--- config.mk ---
export PLATFORM = sky130hd
export DESIGN_NAME = bpu_ras
export DESIGN_NICKNAME = d
export VERILOG_FILES = /design/src/rtl/fetch_pkg.sv /design/src/rtl/bpu_ras_ras.sv /design/src/rtl/bpu_ras.sv
export SDC_FILE = /design/constraint.sdc
export NUM_CORES = 2
export LEC_CHECK = 0
export BUFFER_PORTS_ARGS = -buffer_cell sky130_fd_sc_hd__buf_2
export CAP_MARGIN = 20
export CELL_PAD_IN_SITES_DETAIL_PLACEMENT = 1
export CELL_PAD_IN_SITES_GLOBAL_PLACEMENT = 2
export CORE_MARGIN = 5
export CORE_UTILIZATION = 51
export DETAILED_ROUTE_END_ITERATION = 8
export PLACE_DENSITY = 0.85
export SLEW_MARGIN = 20
export SYNTH_ARGS = -nofsm -noshare
export SYNTH_HDL_FRONTEND = slang
export SYNTH_SLANG_ARGS = --single-unit
--- constraint.sdc ---
create_clock -name clk_i -period 8.45 [get_ports clk_i]
set_input_delay 0.845 -clock clk_i [delete_from_list [all_inputs] [get_ports clk_i]]
set_output_delay 0.845 -clock clk_i [all_outputs]
set_load 0.01 [all_outputs]
--- src/rtl/fetch_pkg.sv ---
// Shared fetch-stage types for the branch prediction unit: branch types,
// 2-bit counter encoding, per-slot prediction and resolution records.
package fetch_pkg;

  localparam int XLEN          = 64;
  localparam int OFFSET        = 2;  // instructions are 4-byte aligned
  localparam int BPU_HLEN      = 4;  // GHR width carried in resolution records
  localparam int BPU_RAS_DEPTH = 4;  // RAS depth carried in resolution records
  localparam int RAS_PTR_W     = (BPU_RAS_DEPTH > 1) ? $clog2(BPU_RAS_DEPTH) : 1;

  // 2-bit saturating counter states; MSB set means predict taken
  typedef enum logic [1:0] {SNT = 2'b00, WNT = 2'b01, WT = 2'b10, ST = 2'b11} c2b_t;

  typedef enum logic [1:0] {BR = 2'b00, JMP = 2'b01, CALL = 2'b10, RET = 2'b11} btype_t;

  typedef struct packed {
    logic [XLEN-1:0] pc;
    logic            hit;
    logic            taken;
    logic [XLEN-1:0] target;
    btype_t          btype;
  } bpu_pred_t;

  typedef struct packed {
    logic [XLEN-1:0]      pc;
    logic [XLEN-1:0]      target;
    logic                 taken;
    logic                 mispredict;
    btype_t               btype;
    logic [BPU_HLEN-1:0]  ghr;
    logic [RAS_PTR_W-1:0] ras_ptr;
  } bpu_res_t;

  // Saturating counter step toward the resolved direction
  function automatic logic [1:0] c2b_update(input logic [1:0] c, input logic taken);
    if (taken) return (c == 2'b11) ? c : c + 2'd1;
    else       return (c == 2'b00) ? c : c - 2'd1;
  endfunction

endpackage

--- src/rtl/bpu_ras_ras.sv ---
// Circular return-address stack. The pointer addresses the next free slot;
// count saturates at DEPTH so a push when full overwrites the oldest entry.
// A restore reloads the pointer from a checkpoint (with a +/-1 adjustment)
// and takes priority over push/pop in the same cycle.
module bpu_ras_ras
  import fetch_pkg::*;
#(
  parameter int DEPTH = 4,
  localparam int PTR_W = (DEPTH > 1) ? $clog2(DEPTH) : 1,
  localparam int CNT_W = $clog2(DEPTH + 1)
) (
  input  logic             clk,
  input  logic             rst_n,
  input  logic             flush,
  input  logic             push,
  input  logic             pop,
  input  logic [XLEN-1:0]  push_addr,
  input  logic             restore,
  input  logic [PTR_W-1:0] restore_ptr,
  input  logic             restore_inc,
  input  logic             restore_dec,
  output logic [XLEN-1:0]  top,
  output logic [PTR_W-1:0] ptr,
  output logic             empty
);

  logic [XLEN-1:0]  stack_mem [DEPTH];
  logic [PTR_W-1:0] ptr_reg, ptr_next;
  logic [CNT_W-1:0] cnt_reg, cnt_next;

  // Next pointer/count: restore wins over the speculative push/pop
  always_comb begin
    ptr_next = ptr_reg;
    cnt_next = cnt_reg;
    if (restore) begin
      ptr_next = restore_ptr;
      if (restore_inc) begin
        ptr_next = restore_ptr + PTR_W'(1);
        if (cnt_reg != CNT_W'(DEPTH)) cnt_next = cnt_reg + CNT_W'(1);
      end else if (restore_dec) begin
        ptr_next = restore_ptr - PTR_W'(1);
        if (cnt_reg != '0) cnt_next = cnt_reg - CNT_W'(1);
      end
    end else if (push) begin
      ptr_next = ptr_reg + PTR_W'(1);
      if (cnt_reg != CNT_W'(DEPTH)) cnt_next = cnt_reg + CNT_W'(1);
    end else if (pop && cnt_reg != '0) begin
      ptr_next = ptr_reg - PTR_W'(1);
      cnt_next = cnt_reg - CNT_W'(1);
    end
  end

  // Pointer and occupancy registers
  always_ff @(posedge clk or negedge rst_n) begin
    if (!rst_n) begin
      ptr_reg <= '0;
      cnt_reg <= '0;
    end else if (flush) begin
      ptr_reg <= '0;
      cnt_reg <= '0;
    end else begin
      ptr_reg <= ptr_next;
      cnt_reg <= cnt_next;
    end
  end

  // Entry storage; contents are only read while count is non-zero
  always_ff @(posedge clk) begin
    if (push && !restore && !flush) stack_mem[ptr_reg] <= push_addr;
  end

  assign top   = stack_mem[ptr_reg - PTR_W'(1)];
  assign ptr   = ptr_reg;
  assign empty = (cnt_reg == '0);

endmodule

--- src/rtl/bpu_ras.sv ---
// Branch prediction unit: gshare PHT + typed direct-mapped BTB + speculative
// GHR with recovery + circular RAS, predicting NSLOT slots per fetch packet.
// Lookup is combinational; speculative state advances on fetch_ready_i and
// is overridden by mispredict recovery, which is overridden by flush_i.
// Optional build macro LEN5_BPU_STATS_EN adds lookup/mispredict counters.
module bpu_ras
  import fetch_pkg::*;
#(
  parameter int   NSLOT     = 2,
  parameter int   HLEN      = BPU_HLEN,
  parameter int   BTB_BITS  = 4,
  parameter int   RAS_DEPTH = BPU_RAS_DEPTH,
  parameter c2b_t INIT_C2B  = WNT,
  localparam int  SLOT_BITS = $clog2(NSLOT),
  localparam int  SLOT_W    = (SLOT_BITS > 0) ? SLOT_BITS : 1,
  localparam int  RPW       = (RAS_DEPTH > 1) ? $clog2(RAS_DEPTH) : 1
) (
  input  logic                        clk_i,
  input  logic                        rst_ni,
  input  logic                        flush_i,
  input  logic [XLEN-1:0]             curr_pc_i,
  input  logic                        fetch_ready_i,
  input  logic                        res_valid_i,
  input  bpu_res_t                    res_i,
  output bpu_pred_t [NSLOT-1:0]       pred_o,
  output logic                        pred_taken_o,
  output logic [SLOT_W-1:0]           pred_slot_o,
  output logic [HLEN-1:0]             pred_ghr_o,
  output logic [RPW-1:0]              pred_ras_ptr_o
`ifdef LEN5_BPU_STATS_EN
  ,
  output logic [31:0]                 lookups_o,
  output logic [31:0]                 mispredicts_o
`endif
);

  localparam int TAG_W = XLEN - OFFSET - BTB_BITS;
  localparam int TGT_W = XLEN - OFFSET;
  localparam int BTB_N = 1 << BTB_BITS;
  localparam int PHT_N = 1 << HLEN;

  logic [BTB_N-1:0] btb_valid_reg;
  logic [TAG_W-1:0] btb_tag_mem  [BTB_N];
  logic [TGT_W-1:0] btb_tgt_mem  [BTB_N];
  btype_t           btb_type_mem [BTB_N];
  logic [1:0]       pht_reg      [PHT_N];
  logic [HLEN-1:0]  ghr_reg, ghr_next;

  logic [XLEN-1:0]  slot_pc   [NSLOT];
  btype_t           slot_type [NSLOT];
  logic [NSLOT-1:0] slot_hit, slot_taken;

  logic [XLEN-1:0]  ras_top;
  logic [RPW-1:0]   ras_ptr;
  logic             ras_empty;

  logic             upd_hit, upd_taken;
  btype_t           upd_type;
  logic [XLEN-1:0]  upd_ret_addr;

  logic             recover;
  logic [HLEN-1:0]  res_ghr;
  logic [BTB_BITS-1:0] res_bidx;
  logic [HLEN-1:0]  res_pidx;

  assign recover  = res_valid_i && res_i.mispredict;
  assign res_ghr  = HLEN'(res_i.ghr);
  assign res_bidx = res_i.pc[OFFSET +: BTB_BITS];
  assign res_pidx = res_i.pc[OFFSET +: HLEN] ^ res_ghr;

  // Per-slot BTB/PHT lookup
  generate
    for (genvar gi = 0; gi < NSLOT; gi++) begin : g_slot
      logic [BTB_BITS-1:0] bidx;
      logic [HLEN-1:0]     pidx;
      logic [XLEN-1:0]     tgt;

      assign slot_pc[gi] = {curr_pc_i[XLEN-1:OFFSET+SLOT_BITS], {(OFFSET+SLOT_BITS){1'b0}}}
                         | (XLEN'(gi) << OFFSET);
      assign bidx          = slot_pc[gi][OFFSET +: BTB_BITS];
      assign pidx          = slot_pc[gi][OFFSET +: HLEN] ^ ghr_reg;
      assign slot_type[gi] = btb_type_mem[bidx];
      assign slot_hit[gi]  = btb_valid_reg[bidx] && (btb_tag_mem[bidx] == slot_pc[gi][XLEN-1 -: TAG_W]);
      assign slot_taken[gi] = slot_hit[gi] && ((slot_type[gi] != BR) || pht_reg[pidx][1]);
      // Returns use the RAS top when it holds something, else the BTB target
      assign tgt = (slot_type[gi] == RET && !ras_empty) ? ras_top
                                                       : {btb_tgt_mem[bidx], {OFFSET{1'b0}}};
      assign pred_o[gi] = '{pc: slot_pc[gi], hit: slot_hit[gi], taken: slot_taken[gi],
                            target: tgt, btype: slot_type[gi]};
    end
  endgenerate

  // First taken slot for redirect; first hit slot drives the speculative update
  always_comb begin
    pred_slot_o  = '0;
    upd_hit      = 1'b0;
    upd_taken    = 1'b0;
    upd_type     = BR;
    upd_ret_addr = '0;
    for (int i = NSLOT - 1; i >= 0; i--) begin
      if (slot_taken[i]) pred_slot_o = SLOT_W'(i);
      if (slot_hit[i]) begin
        upd_hit      = 1'b1;
        upd_taken    = slot_taken[i];
        upd_type     = slot_type[i];
        upd_ret_addr = slot_pc[i] + XLEN'(4);
      end
    end
  end

  assign pred_taken_o   = |slot_taken;
  assign pred_ghr_o     = ghr_reg;
  assign pred_ras_ptr_o = ras_ptr;

  // GHR next value: recovery beats speculative shift
  always_comb begin
    ghr_next = ghr_reg;
    if (recover) begin
      ghr_next = (res_i.btype == BR) ? {res_ghr[HLEN-2:0], res_i.taken} : res_ghr;
    end else if (fetch_ready_i && upd_hit && upd_type == BR) begin
      ghr_next = {ghr_reg[HLEN-2:0], upd_taken};
    end
  end

  // GHR register
  always_ff @(posedge clk_i or negedge rst_ni) begin
    if (!rst_ni)      ghr_reg <= '0;
    else if (flush_i) ghr_reg <= '0;
    else              ghr_reg <= ghr_next;
  end

  // PHT counters trained by resolutions
  always_ff @(posedge clk_i or negedge rst_ni) begin
    if (!rst_ni) begin
      for (int i = 0; i < PHT_N; i++) pht_reg[i] <= INIT_C2B;
    end else if (flush_i) begin
      for (int i = 0; i < PHT_N; i++) pht_reg[i] <= INIT_C2B;
    end else if (res_valid_i) begin
      pht_reg[res_pidx] <= c2b_update(pht_reg[res_pidx], res_i.taken);
    end
  end

  // BTB valid bits: set on taken, cleared on mispredicted not-taken
  always_ff @(posedge clk_i or negedge rst_ni) begin
    if (!rst_ni) begin
      btb_valid_reg <= '0;
    end else if (flush_i) begin
      btb_valid_reg <= '0;
    end else if (res_valid_i) begin
      if (res_i.taken)           btb_valid_reg[res_bidx] <= 1'b1;
      else if (res_i.mispredict) btb_valid_reg[res_bidx] <= 1'b0;
    end
  end

  // BTB payload, written for every taken resolution
  always_ff @(posedge clk_i) begin
    if (res_valid_i && res_i.taken) begin
      btb_tag_mem[res_bidx]  <= res_i.pc[XLEN-1 -: TAG_W];
      btb_tgt_mem[res_bidx]  <= res_i.target[XLEN-1:OFFSET];
      btb_type_mem[res_bidx] <= res_i.btype;
    end
  end

  bpu_ras_ras #(
    .DEPTH (RAS_DEPTH)
  ) u_ras (
    .clk         (clk_i),
    .rst_n       (rst_ni),
    .flush       (flush_i),
    .push        (fetch_ready_i && upd_hit && upd_type == CALL),
    .pop         (fetch_ready_i && upd_hit && upd_type == RET),
    .push_addr   (upd_ret_addr),
    .restore     (recover),
    .restore_ptr (RPW'(res_i.ras_ptr)),
    .restore_inc (res_i.btype == CALL),
    .restore_dec (res_i.btype == RET),
    .top         (ras_top),
    .ptr         (ras_ptr),
    .empty       (ras_empty)
  );

  logic unused_bits;
  assign unused_bits = ^{curr_pc_i[OFFSET+SLOT_BITS-1:0], res_i.target[OFFSET-1:0]};

`ifdef LEN5_BPU_STATS_EN
  logic [31:0] lookups_reg, mispredicts_reg;

  // Wrapping event counters
  always_ff @(posedge clk_i or negedge rst_ni) begin
    if (!rst_ni) begin
      lookups_reg     <= '0;
      mispredicts_reg <= '0;
    end else if (flush_i) begin
      lookups_reg     <= '0;
      mispredicts_reg <= '0;
    end else begin
      if (fetch_ready_i) lookups_reg     <= lookups_reg + 32'd1;
      if (recover)       mispredicts_reg <= mispredicts_reg + 32'd1;
    end
  end

  assign lookups_o     = lookups_reg;
  assign mispredicts_o = mispredicts_reg;
`endif

endmodule

Word level (Yosys, flattened, before mapping)

Memory sizes are Yosys's and may differ from the RTL's.
Cells that the tools add are included.

Output and inout bits: 272
Input bits: 207
Memory bits (writable): 2208
Word-level logic and storage cells: 162
Memories kept: 4
Register bits: 57

Reduce and logical (&&, ||, !) cells: 36
Eq/ne operators: 12
$add $sub $neg: 10
Bitwise operators: 9
$lt $le $gt $ge: 8
Multiplexer cells: 63

Memory list:

| name            | depth | bits a word | read ports | clocked after memory_dff | write ports | RTL line          | RTL |
|---|---|---|---|---|---|---|---|
| btb_tgt_mem     | 16    | 62          | 2          | 0                        | 1           | bpu_ras.sv:44     | `logic [TGT_W-1:0] btb_tgt_mem [BTB_N];` |
| btb_tag_mem     | 16    | 58          | 2          | 0                        | 1           | bpu_ras.sv:43     | `logic [TAG_W-1:0] btb_tag_mem [BTB_N];` |
| u_ras.stack_mem | 4     | 64          | 1          | 0                        | 1           | bpu_ras_ras.sv:27 | `logic [XLEN-1:0] stack_mem [DEPTH];` |
| btb_type_mem    | 16    | 2           | 2          | 0                        | 1           | bpu_ras.sv:45     | `btype_t btb_type_mem [BTB_N];` |

Operators by type and width:

| cell                                                        | count |
|---|---|
| 2-to-1 mux 64 bit                                           | 4 |
| adder 64 x 3 -> 64 bit (second input constant)              | 2 |
| equality test 58 bit                                        | 2 |
| 2-to-1 mux 16 bit                                           | 4 |
| 2-to-1 mux 32 bit                                           | 2 |
| 2-to-1 mux 2 bit                                            | 20 |
| bitwise mux 32 bit                                          | 1 |
| binary-select mux 2 bit (select 4 bit)                      | 3 |
| 2-to-1 mux 3 bit                                            | 8 |
| logical AND 1 bit                                           | 17 |
| bitwise AND 16 bit                                          | 1 |
| 2-to-1 mux 4 bit                                            | 4 |
| NOT 16 bit                                                  | 1 |
| bitwise OR 16 bit                                           | 1 |
| >= comparator 5 bit (second input constant)                 | 3 |
| less-than comparator 4 x 5 -> 1 bit (second input constant) | 3 |
| NOT 4 -> 5 bit                                              | 3 |
| equality test 2 bit (second input constant)                 | 7 |
| 2-to-1 mux 1 bit                                            | 13 |
| XOR 4 bit                                                   | 3 |
| nonzero test 3 bit                                          | 3 |
| demux 2 bit (select 4 bit)                                  | 1 |
| inequality test 4 bit (second input constant)               | 2 |
| adder 2 x 1 -> 2 bit (second input constant)                | 3 |
| other kinds (17)                                            | 27 |

Logic depth before layout (Yosys ltp)

Word-level depth: 13
Depth in mapped cells: 19
Depth with buffers taken out: 11

Cells and area by module

Synthesis repeated with hierarchy kept, for this count alone.

Cells, all modules: 4760
Area, all modules: 91901.9 um^2

By module, submodules not included:

| module      | seq. area each (um^2) | cells an instance | area an instance (um^2) | instances |
|---|---|---|---|---|
| bpu_ras     | 59937.5               | 4368              | 82160.0                 | 1 |
| bpu_ras_ras | 7812.5                | 392               | 9741.8                  | 1 |

Worst setup path before layout

OpenSTA, ideal clock, no wires.

Kind: in2reg
Start point: in res_i[78] (netlist bit)
End point: mem btb_tag_mem[4][0] (netlist bit) (enable)
Library setup time: 0.752 ns
Slack: -2.270 ns
Required time: 7.698 ns
Stages on the path: 5
Arrival: 9.968 ns
Path buffers: 2
Cell sequence: clkbuf_1 -> nor2b_1 -> clkbuf_1 -> nand3_1 -> nor3_1

RTL lines:

| what            | RTL line      | RTL |
|---|---|---|
| start, declared | bpu_ras.sv:24 | `input bpu_res_t res_i,` |
| end, declared   | bpu_ras.sv:43 |  |

Straight into the memory's write port.

==> results by group <==
Status
  • Outcome: complete, no violations

Logic synthesis
  • Syn. warnings: 0
  • Cell count after synthesis: 4832
  • Synth cell types: 84
  • Most frequently used flop master after synthesis: edfxtp_1
  • Seq cells post-synth: 2257
  • Post-Syn Area: 92050 um^2
  • Seq/Total Area, Yosys: 73.34%
  • Number of synthesized flops with an enable pin: 2200
  • Async SR Flop Fraction: 2.525%
  • Syn Area/Cell: 19.05 um^2

Finish
  • Final core occ: 57.49%
  • Top flop regs: btb_tgt_mem x992, btb_tag_mem x928, u_ras.stack_mem x248
  • Layout Nets: 5450
  • Synthesis-to-finish area growth: 12.52%
  • Layout cells sized above 1: 27.18%
  • Max reg flops: 992
  • Biggest register: btb_tgt_mem
  • Fin area: 103600 um^2

Worst setup path
  • Top fanout value on the critical path: 78
  • CP delay by family, top: buffers and inverters
  • Crit-path cells: buf_8, buf_4, buf_4, mux4_2, mux2i_1, nor3_2, buf_4, buf_4, o21ai_0, buf_2
  • CP Data Arrival Time: 6060 ps
  • CP most frequent cell: buf_4
  • R2r worst-path depth: 10
  • Crit path launch type: input pin
  • CP Capture Type: output pin
  • Worst Setup SP: curr_pc_i[3]
  • Worst path max stage delay: 800 ps
  • Critical R2R Launch: btb_tag_mem[13][16]
  • CP required: 7610 ps
  • WP depth: 10
  • CP max-delay cell: buf_4
  • Crit path buf inv count: 6
  • Setup CP Type: input pin to output pin

Clocking
  • Worst-path clk slew: 60 ps
  • Clk_lat worst skew: 890 ps
  • CTS sink cnt: 2257
  • CTS Hold Buffers Added: 0
  • CTS tree: done
  • H-Tree Depth: 4
  • Max clock buf depth: 3
  • Post-CTS Setup Repair Bufs: 0
  • CTS Buf Count: 220
  • CTS Root Cell: clkbuf_16
  • PostCTS Resize Cnt: 0

Floorplan
  • Num rows: 156
  • Die Area: 189100 um^2
  • I/O pin cnt: 479
  • Die width: 434.8 um
  • Die Height: 434.8 um
  • Core area: 180200 um^2
  • Initial Util: 51.09%

Power
  • Pwr/cell area: 232.4 nW/um^2
  • Leak Pwr: 33.32 nW
  • Worst VDD drop: 0.2216 mV

STA
  • Max_slew headroom: 24.02%
  • Worst setup margin: 1545 ps
  • Final Max Slew Viols: 0
  • Setup Skew: 73.99 ps
  • Share of the cycle needed by the critical path after routing: 81.71%
  • RSZ-0062 raised after global routing: false
  • Worst slew pin tran: 1140 ps
  • Final setup fails: 0
  • Final Critical Period: 6905 ps
  • Total negative slack: 0 ps
  • F_max: 0.1448 GHz
  • Fin. Hold Viols: 0

Route
  • Drt first pass iters: 6
  • Via density: 6.373
  • Total Wirelength: 273600 um
  • Drt wl/cell: 34.98 um
  • Drt first-iter violations: 5626
  • Antenna Nets Post-Route: 0
  • DR DRC count: 0
  • Vias: 49.85k

Global route
  • GRT Total Usage: 28.67%
  • Vias in the first global route: 52.81k
  • Largest net degree at the start of global routing: 122
  • Initial antenna violation count: 49
  • First-pass GRT wire length: 390500 um
  • Global route total overflow: 0

Place
  • Placed Area: 96310 um^2
  • Port Buf Inserts: 461
  • Setup WS pre-CTS: 1372 ps
  • HPWL Detailed: 167500 um
  • Placer Congestion: 0.8871

Worst hold path
  • Worst Hold Class: input pin to asynchronous set/reset pin

Job
  • Max-cap viol count: 0
[cells in the final DEF, fill, tap and decap left out, types with 24 or more instances in the layout]
cell       netlist  final
edfxtp_1      2200   2200
mux4_2         471    471
buf_2           42    458
mux2i_1        328    328
nand2_1        226    226
clkbuf_16        0    220
o21ai_0        157    157
nor2_1         153    140
buf_4          154     87
nor3_1          87     81
xnor2_1         74     74
a21oi_1         61     61
nand3_1         56     56
mux2_2          53     53
clkinv_1         0     50
xor2_1          48     48
nand4_1         48     48
clkinv_2         0     48
nor4_1          47     47
clkbuf_1       147     43
a22oi_1         41     41
dfrtp_1         41     40
diode_2          0     29
o22ai_1         27     27
nor2b_1         27     24
[layout make-up]
cell class	count	area [um^2]
Tap cell	2370	2965
Inverter	22	82.58
Clock inverter	143	1453
Fill cell	15800	76590
Multi-Input combinational cell	2167	22390
Antenna cell	29	72.57
Clock buffer	267	5722
Timing Repair Buffer	567	3371
Sequential cell	2257	67510
[Yosys cell counts (all sizes together), types with 21 or more instances]
master | instances | area share [%]
edfxtp | 2200 | 72
mux4 | 474 | 12
mux2i | 328 | 3.6
buf | 245 | 1.9
nand2 | 226 | 0.92
o21ai | 157 | 0.85
nor2 | 154 | 0.64
clkbuf | 149 | 0.61
nor3 | 87 | 0.47
xnor2 | 74 | 0.70
a21oi | 61 | 0.33
mux2 | 56 | 0.70
nand3 | 56 | 0.30
nand4 | 48 | 0.33
nor4 | 48 | 0.33
xor2 | 48 | 0.46
a22oi | 41 | 0.33
dfrtp | 41 | 1.1
nor2b | 27 | 0.18
o22ai | 27 | 0.18
and3 | 26 | 0.18
o21a | 23 | 0.20
inv | 22 | 0.090
a211oi | 21 | 0.18
[power by group]
group	switching (mW)	internal, mW	leakage (nW)
sequential	0.0486	12.4	20.0
clock	4.31	5.46	3.49
combinational	1.23	0.630	9.81
total	5.59	18.5	33.3
[worst reg2reg max path: stages (launching register included)]
cell	delay [ps]
edfxtp_1	370
mux4_2	460
mux2i_1	640
xnor2_1	210
a2111oi_0	450
nand3_1	140
nor4_1	670
o311ai_0	520
a21boi_0	820
and3_4	650
buf_4	330
[logic make-up (layout without fill, tap and decap cells)]
family	after synthesis	after routing	synth area share [%]
AO/OA/AOI/OAI	410	410	2.834
other	2	39	0.008159
AND/OR/NAND/NOR	759	759	4.089
adder cells (fa/ha/maj)	8	8	0.1087
flip-flops	2257	2257	73.34
multiplexers	858	858	15.87
buffers and inverters	416	999	2.587
XOR/XNOR	122	122	1.161
[final timing paths]
check / to / slack [ps]
max reg2reg: u_ras.stack_mem[0][41] / 2870
max: pred_o[38] / 1550
max in group asynchronous: u_ras.ptr[0] / 7700
min: pred_ghr_o[2] / 160
min reg2reg: btb_valid_reg[12] / 520
min in group clk_i: btb_tag_mem[9][45] / 330
[per-stage QoR]
step | hold WS (ps) | total power [mW] | instances
3_5_place_dp | 512.1 | 14.52 | 7382
6_report | 159.7 | 24.07 | 7822
2_1_floorplan | 484.1 | 13.71 | 4840
3_3_place_gp | 498.6 | 14.46 | 7382
5_1_grt | 159.2 | 24.83 | 7803
4_1_cts | 104.1 | 24.19 | 7792
[routing by layer]
metal	wire (um)	share of wire, %	GRT usage [%]
met1	100400	37	36.01
met2	136500	50	47.84
met3	21410	7.8	6.019
met4	15090	5.5	13.97
met5	172	0.063	0
(Power assumes the default switching activity.)
